`src/rtl/ram_burst_pkg.sv`:
```
// Shared opcodes, FSM state type and field widths for the command-driven burst RAM.
package ram_burst_pkg;

  localparam int OP_W = 2;

  localparam logic [OP_W-1:0] OP_WADDR = 2'b00;
  localparam logic [OP_W-1:0] OP_WRITE = 2'b01;
  localparam logic [OP_W-1:0] OP_RADDR = 2'b10;
  localparam logic [OP_W-1:0] OP_READ  = 2'b11;

  typedef enum logic [1:0] {
    IDLE = 2'd0,
    RD   = 2'd1,
    HOLD = 2'd2
  } state_e;

endpackage

```
`src/rtl/ram_burst_if.sv`:
```
// Command-in / read-data-out bus between the SPI word deserialiser and ram_burst.
interface ram_burst_if #(
  parameter int DATA_WIDTH = 8
);

  logic [DATA_WIDTH+1:0] din;
  logic                  rx_valid;
  logic                  rx_ready;
  logic [DATA_WIDTH-1:0] dout;
  logic                  tx_valid;
  logic                  tx_ready;
  logic                  err;

  modport slave (
    input  din, rx_valid, tx_ready,
    output rx_ready, dout, tx_valid, err
  );

  modport master (
    output din, rx_valid, tx_ready,
    input  rx_ready, dout, tx_valid, err
  );

endinterface

```
`src/rtl/ram_sp_array.sv`:
```
// Single-port storage: synchronous write, registered read, no reset (block-RAM friendly).
module ram_sp_array #(
  parameter int DATA_WIDTH = 8,
  parameter int ADDR_WIDTH = 8,
  parameter int MEM_DEPTH  = 256
) (
  input  logic                  clk,
  input  logic                  en,
  input  logic                  we,
  input  logic [ADDR_WIDTH-1:0] addr,
  input  logic [DATA_WIDTH-1:0] wdata,
  output logic [DATA_WIDTH-1:0] rdata
);

  logic [DATA_WIDTH-1:0] mem_r [MEM_DEPTH];

  // Array access; the caller only enables in-range addresses.
  always_ff @(posedge clk) begin
    if (en) begin
      if (we) begin
        mem_r[addr] <= wdata;
      end else begin
        rdata <= mem_r[addr];
      end
    end
  end

endmodule

```
`src/rtl/ram_burst.sv`:
```
// Command-driven RAM with write/read pointers and a valid/ready read-return path.
// Optional pointer auto-increment for bursts is enabled by defining RAM_AUTO_INC_EN.
module ram_burst
  import ram_burst_pkg::*;
#(
  parameter int DATA_WIDTH = 8,
  parameter int ADDR_WIDTH = 8,
  parameter int MEM_DEPTH  = 256
) (
  input  logic           clk,
  input  logic           rst,
  ram_burst_if.slave     bus
);

  state_e                state_r;
  logic                  rx_ready_r;
  logic                  tx_valid_r;
  logic                  err_r;
  logic [DATA_WIDTH-1:0] dout_r;
  logic [ADDR_WIDTH-1:0] wr_ptr_r;
  logic [ADDR_WIDTH-1:0] rd_ptr_r;

  logic                  consume_s;
  logic [OP_W-1:0]       op_s;
  logic [DATA_WIDTH-1:0] field_s;
  logic [ADDR_WIDTH-1:0] addr_s;
  logic                  wr_ok_s;
  logic                  rd_ok_s;
  logic                  arr_en_s;
  logic                  arr_we_s;
  logic [ADDR_WIDTH-1:0] arr_addr_s;
  logic [DATA_WIDTH-1:0] arr_rdata_s;

  function automatic logic in_range(input logic [ADDR_WIDTH-1:0] p);
    return (32'(p) < 32'(MEM_DEPTH));
  endfunction

`ifdef RAM_AUTO_INC_EN
  // Out-of-range pointers also land on 0, so a burst always restarts inside the array.
  function automatic logic [ADDR_WIDTH-1:0] ptr_inc(input logic [ADDR_WIDTH-1:0] p);
    if (32'(p) >= 32'(MEM_DEPTH - 1)) begin
      return {ADDR_WIDTH{1'b0}};
    end else begin
      return p + {{(ADDR_WIDTH-1){1'b0}}, 1'b1};
    end
  endfunction
`endif

  assign consume_s = bus.rx_valid && rx_ready_r;
  assign op_s      = bus.din[DATA_WIDTH+1:DATA_WIDTH];
  assign field_s   = bus.din[DATA_WIDTH-1:0];
  assign addr_s    = field_s[ADDR_WIDTH-1:0];
  assign wr_ok_s   = in_range(wr_ptr_r);
  assign rd_ok_s   = in_range(rd_ptr_r);

  // Array port steering: the read is launched at the consuming edge so RD can register it.
  always_comb begin
    arr_en_s   = 1'b0;
    arr_we_s   = 1'b0;
    arr_addr_s = rd_ptr_r;
    if (consume_s && !rst) begin
      case (op_s)
        OP_WRITE: begin
          arr_en_s   = wr_ok_s;
          arr_we_s   = 1'b1;
          arr_addr_s = wr_ptr_r;
        end
        OP_READ:  arr_en_s = rd_ok_s;
        default:  arr_en_s = 1'b0;
      endcase
    end else begin
      arr_en_s = 1'b0;
    end
  end

  ram_sp_array #(
    .DATA_WIDTH (DATA_WIDTH),
    .ADDR_WIDTH (ADDR_WIDTH),
    .MEM_DEPTH  (MEM_DEPTH)
  ) u_array (
    .clk   (clk),
    .en    (arr_en_s),
    .we    (arr_we_s),
    .addr  (arr_addr_s),
    .wdata (field_s),
    .rdata (arr_rdata_s)
  );

  // Command FSM, pointers, range error and read-return handshake.
  always_ff @(posedge clk) begin
    if (rst) begin
      state_r    <= IDLE;
      rx_ready_r <= 1'b1;
      tx_valid_r <= 1'b0;
      err_r      <= 1'b0;
      dout_r     <= {DATA_WIDTH{1'b0}};
      wr_ptr_r   <= {ADDR_WIDTH{1'b0}};
      rd_ptr_r   <= {ADDR_WIDTH{1'b0}};
    end else begin
      err_r <= 1'b0;
      case (state_r)
        IDLE: begin
          if (consume_s) begin
            case (op_s)
              OP_WADDR: wr_ptr_r <= addr_s;
              OP_WRITE: begin
                err_r <= !wr_ok_s;
`ifdef RAM_AUTO_INC_EN
                wr_ptr_r <= ptr_inc(wr_ptr_r);
`endif
              end
              OP_RADDR: rd_ptr_r <= addr_s;
              OP_READ: begin
                state_r    <= RD;
                rx_ready_r <= 1'b0;
              end
              default: err_r <= 1'b0;
            endcase
          end
        end
        RD: begin
          dout_r     <= rd_ok_s ? arr_rdata_s : {DATA_WIDTH{1'b0}};
          tx_valid_r <= 1'b1;
          err_r      <= !rd_ok_s;
          state_r    <= HOLD;
`ifdef RAM_AUTO_INC_EN
          rd_ptr_r   <= ptr_inc(rd_ptr_r);
`endif
        end
        HOLD: begin
          if (bus.tx_ready) begin
            tx_valid_r <= 1'b0;
            rx_ready_r <= 1'b1;
            state_r    <= IDLE;
          end
        end
        default: begin
          state_r    <= IDLE;
          rx_ready_r <= 1'b1;
          tx_valid_r <= 1'b0;
        end
      endcase
    end
  end

  assign bus.rx_ready = rx_ready_r;
  assign bus.tx_valid = tx_valid_r;
  assign bus.dout     = dout_r;
  assign bus.err      = err_r;

endmodule

```
`src/flat_wrapper.sv`:
```
// flat-port wrapper written by rule: the top's interface ports become plain ports
module ram_burst_flat import ram_burst_pkg::*;
#(
  parameter int DATA_WIDTH = 8,
  parameter int ADDR_WIDTH = 8,
  parameter int MEM_DEPTH  = 256
)
  (clk, rst, bus_din, bus_rx_valid, bus_tx_ready, bus_rx_ready, bus_dout, bus_tx_valid, bus_err);
  ram_burst_if #(.DATA_WIDTH(DATA_WIDTH)) bus_i ();
  input  logic clk;
  input  logic rst;
  input wire logic [$bits(bus_i.din)-1:0] bus_din;
  input wire logic [$bits(bus_i.rx_valid)-1:0] bus_rx_valid;
  input wire logic [$bits(bus_i.tx_ready)-1:0] bus_tx_ready;
  output wire logic [$bits(bus_i.rx_ready)-1:0] bus_rx_ready;
  output wire logic [$bits(bus_i.dout)-1:0] bus_dout;
  output wire logic [$bits(bus_i.tx_valid)-1:0] bus_tx_valid;
  output wire logic [$bits(bus_i.err)-1:0] bus_err;
  assign bus_i.din = bus_din;
  assign bus_i.rx_valid = bus_rx_valid;
  assign bus_i.tx_ready = bus_tx_ready;
  assign bus_rx_ready = bus_i.rx_ready;
  assign bus_dout = bus_i.dout;
  assign bus_tx_valid = bus_i.tx_valid;
  assign bus_err = bus_i.err;
  ram_burst #(.DATA_WIDTH(DATA_WIDTH), .ADDR_WIDTH(ADDR_WIDTH), .MEM_DEPTH(MEM_DEPTH)) u_core (.clk(clk), .rst(rst), .bus(bus_i));
endmodule
```
`config.mk`:
```
export PLATFORM = sky130hd
export DESIGN_NAME = ram_burst_flat
export DESIGN_NICKNAME = d
export VERILOG_FILES = /design/src/rtl/ram_burst_pkg.sv /design/src/rtl/ram_burst_if.sv /design/src/rtl/ram_sp_array.sv /design/src/rtl/ram_burst.sv /design/src/flat_wrapper.sv
export SDC_FILE = /design/constraint.sdc
export NUM_CORES = 2
export LEC_CHECK = 0
export BUFFER_PORTS_ARGS = -buffer_cell sky130_fd_sc_hd__buf_2
export CORE_ASPECT_RATIO = 1.1
export CORE_MARGIN = 3
export CORE_UTILIZATION = 45
export DETAILED_ROUTE_END_ITERATION = 12
export GPL_TIMING_DRIVEN = 0
export HOLD_SLACK_MARGIN = 0.08
export SYNTH_ARGS = -nofsm -noshare
export SYNTH_HDL_FRONTEND = slang
export SYNTH_HIERARCHICAL = 1
export SYNTH_SLANG_ARGS = --single-unit
export TNS_END_PERCENT = 50
```
`constraint.sdc`:
```
create_clock -name clk -period 3.81 [get_ports clk]
set_clock_uncertainty 0.15 [all_clocks]
set_input_delay 0.5715 -clock clk [delete_from_list [all_inputs] [get_ports clk]]
set_output_delay 0.5715 -clock clk [all_outputs]
set_load 0.1 [all_outputs]
```
==> qor.yml <==
final_layout:
  final_layout_size_suffix_gt1_frac: 0.385
  final_core_util: 0.542
  layout_commonest_cell: "edfxtp_1"
  final_cell_mix: "edfxtp_1 (2056), mux4_2 (512), clkbuf_16 (212), nor2_4 (190), a22oi_1 (181)"
  num-fill-cells: 13200
  synthToLayoutAreaGrowth_pct: 19.3
  antenna_cells: 0
  fin_nets: 4050
  multi_input_area_um2: 19300
  seqCellArea_um2: 62300
sta:
  hold_violations: 0
  fmax_mhz: 249
  finalSetupTns_ns: -3.21
  finalMaxSlewViolations: 0
  finalSetupViolations: 97
  final.min_clock_period_ns: 4.02
  slew-limit-headroom: 0.258
  setup_ws_ns: -0.212
  worstMarginPinSlew_ns: 1.11
  rsz0062_at_grt: "yes"
  min_period_over_period: 1.06
detailed_routing:
  vias: 40700
  wirelength_um: 223000
  final_antenna_net_count: 0
  drc_errors: 0
  wl_per_cell_um: 34.0
  firstDrtPassIters: 7
  drt_iter0_markers: 4813
  via_per_inst: 6.20
power_and_ir_drop:
  comb_power_share: 0.042
  switching_share: 0.211
  seqPwrFrac: 0.546
  p_clk_frac: 0.412
  ir_drop_v: 0.000455
  p_leak_nw: 28.2
  power.net_switching_mw: 9.72
  internal_power_mw: 36.4
  power_density_nw_per_um2: 485
  power_mw: 46.1
run_status:
  violations: "negative setup slack"
  status: "finished with violations"
global_route:
  grt_pass1_vias: 39900
  track_usage: 0.245
  grt_max_degree: 146
  grt_pass1_wl_um: 311000
  gr-total-overflow: 0
  antenna_found_initial: 5
critical_path:
  crit_arrival_ns: 4.44
  rrSetupSlack_ns: -0.21
  cp_top_family: "buffers and inverters"
  crit_buf_inv: 6
  slowest_delay_ns: 0.66
  start_kind: "primary input"
  timing.rr.end: "u_core/u_array/rdata[3]"
  path_class: "primary input to flop"
  cp_cell_sequence: "dlygate4sd3_1 > buf_2 > nor2b_4 > buf_12 > mux2_4 > buf_12 > buf_12 > buf_6 > mux4_2 > a22oi_1 > a21oi_2 > o41ai_2 > nand4_1"
  crit_required_ns: 4.22
  crit_top_cell: "buf_12"
  reg2reg_depth: 12
  reg2reg_from: "u_core/bus.rx_ready"
  critPathCaptureType: "flop"
  worst-path-max-fanout: 10
  crit_path_top_delay_cell: "dlygate4sd3_1"
die:
  fp-row-count: 161
  die_y_um: 447
  start_util: 0.454
  ios: 25
  core_um2: 175000
  die_w_um: 407
  die_area_um2: 182000
placed_design:
  place_hpwl_um: 142000
  portBuffers: 22
  routabilityCongestion: 0.896
clock_tree:
  h-tree-depth: 4
  cts_root_buffer: "clkbuf_16"
  cts_max_path_buffers: 3
  clk_pin_slew_worst_paths_ns: 0.06
  numCtsBuffers: 201
  clock-sinks: 2084
  cts_tree: "yes"
  clkLatencyLatePin_ns: 0.85
logic_synthesis:
  yosys_warnings: 6
  synth_seq_cells: 2084
  ys_types: 33
  synthCells: 3654
  avgSynthCellArea_um2: 21.8
  yosysSeqAreaShare: 0.782
  synth_area_um2: 79700
  syn_nets: 3668
worst_hold_path:
  holdPathStages: 1
  hold_path.class: "primary input to flop"
  hold_start: "bus_din[6]"
  hold_end: "u_core/u_array/mem_r[35][6]"
run:
  maxCapViolations: 0
==> cells in the mapped netlist <==
library cell | number | area share
nor3_4 | 1 | 0.00020
o22ai_1 | 1 | 0.000079
nand4bb_4 | 1 | 0.00035
nor2b_4 | 1 | 0.00017
nor2b_1 | 8 | 0.00063
buf_4 | 12 | 0.0011
o21a_1 | 1 | 0.000094
clkbuf_1 | 147 | 0.0069
nor3b_1 | 2 | 0.00019
and2_1 | 2 | 0.00016
o41ai_1 | 32 | 0.0035
dfxtp_1 | 28 | 0.0070
mux2_4 | 8 | 0.0015
nand2_1 | 47 | 0.0022
mux4_2 | 512 | 0.14
conb_1 | 1 | 0.000047
nand3b_1 | 1 | 0.000094
and4_1 | 1 | 0.00011
a22oi_1 | 256 | 0.024
nor3_1 | 2 | 0.00013
and4bb_2 | 1 | 0.00016
buf_2 | 42 | 0.0026
mux2i_1 | 16 | 0.0020
buf_1 | 22 | 0.0010
or2_2 | 1 | 0.000079
nand4_1 | 8 | 0.00063
nand2b_1 | 28 | 0.0022
edfxtp_1 | 2056 | 0.77
nand3_1 | 4 | 0.00025
and4b_1 | 2 | 0.00025
buf_6 | 11 | 0.0016
a21oi_1 | 137 | 0.0086
nor2_1 | 262 | 0.012
==> worst reg2reg max path, cell delays in order (launching register included) <==
cell and delay [ns]:
dfxtp_4 0.34, and4b_4 0.28, nor2b_4 0.19, buf_12 0.14, mux2_4 0.22, buf_12 0.21
buf_12 0.20, buf_6 0.23, mux4_2 0.52, a22oi_1 0.38, a21oi_2 0.24, o41ai_2 0.47
nand4_1 0.18
==> kinds of logic (layout without fill, tap and decap cells) <==
kind of cell	Yosys count	after routing	synth area share
other	1	1	0.0000471
DFF	2084	2084	0.782
and+or+nand+nor	372	372	0.0201
muxes	536	536	0.148
AOI/OAI and AO/OA	427	427	0.0364
buffers and inverters	234	777	0.0133
==> stage by stage <==
step	cell area, um2	setup WS (ns)	cells	hold slack [ns]
detailed placement	83500	-3.59	6063	0.298
CTS	93700	-0.170	6497	0.0862
floorplan	79700	-0.0959	3654	0.298
finish	95100	-0.212	6560	0.126
global route	95100	-0.234	6560	0.0949
global placement	82800	-4.27	6039	0.298
==> final cells by class <==
type	count	share of cell area
flip-flops and latches	2084	0.655
multi-input cells	1336	0.203
clock buffers	264	0.0560
well taps	2363	0.0311
repair buffers	181	0.0244
plain buffers	232	0.0214
clock inverters	100	0.00907
==> how the worst max path moves through the flow <==
| stage | to | depth (start not counted) | from |
|---|---|---|---|
| CTS | u_core/u_array/rdata[3] | 13 | u_core/bus.rx_ready |
| global route | u_core/u_array/rdata[2] | 13 | u_core/bus.rx_ready |
| floorplan | u_core/u_array/mem_r[114][0] | 13 | rst |
| global placement | u_core/u_array/mem_r[166][6] | 12 | rst |
| detailed placement | u_core/u_array/mem_r[116][4] | 13 | rst |
| finish | u_core/u_array/rdata[3] | 13 | bus_din[9] |
==> sequential cells by signal, summed over array words and instances, names as in the netlist <==
name / flops
u_core/bus.dout: 8
u_core/u_array/rdata: 8
u_core/u_array/mem_r: 2048
u_core/wr_ptr_r: 8
u_core/rd_ptr_r: 8
u_core/state_r: 2
u_core/bus.tx_valid: 1
u_core/bus.rx_ready: 1
==> power groups by stage <==
stage               Combinational [mW]  Clock, mW  Sequential (mW)
finish                            1.92       19.0             25.2
detailed placement                1.70          0             25.7
global route                      2.00       20.3             25.2
CTS                               1.87       19.4             25.2
global placement                  1.62          0             25.8
floorplan                        0.777          0             25.7
==> layer usage <==
| metal | GRT usage | share of wire | vias to the layer above |
|---|---|---|---|
| met4 | 0.104 | 0.044 | 4 |
| met5 | 0 | 0.00010 | - |
| li1 | - | - | 16200 |
| met2 | 0.378 | 0.47 | 1919 |
| met1 | 0.337 | 0.39 | 22100 |
| met3 | 0.0583 | 0.095 | 402 |
==> timing repair <==
action,in CTS,in global routing
resized for setup,851,218
pin swaps,74,59
setup endpoints to repair,2056,1812
hold buffers,13,0
setup buffers,57,63
cloned,2,0
endpoints found under the hold margin,162,0
(Power assumes the default switching activity.)
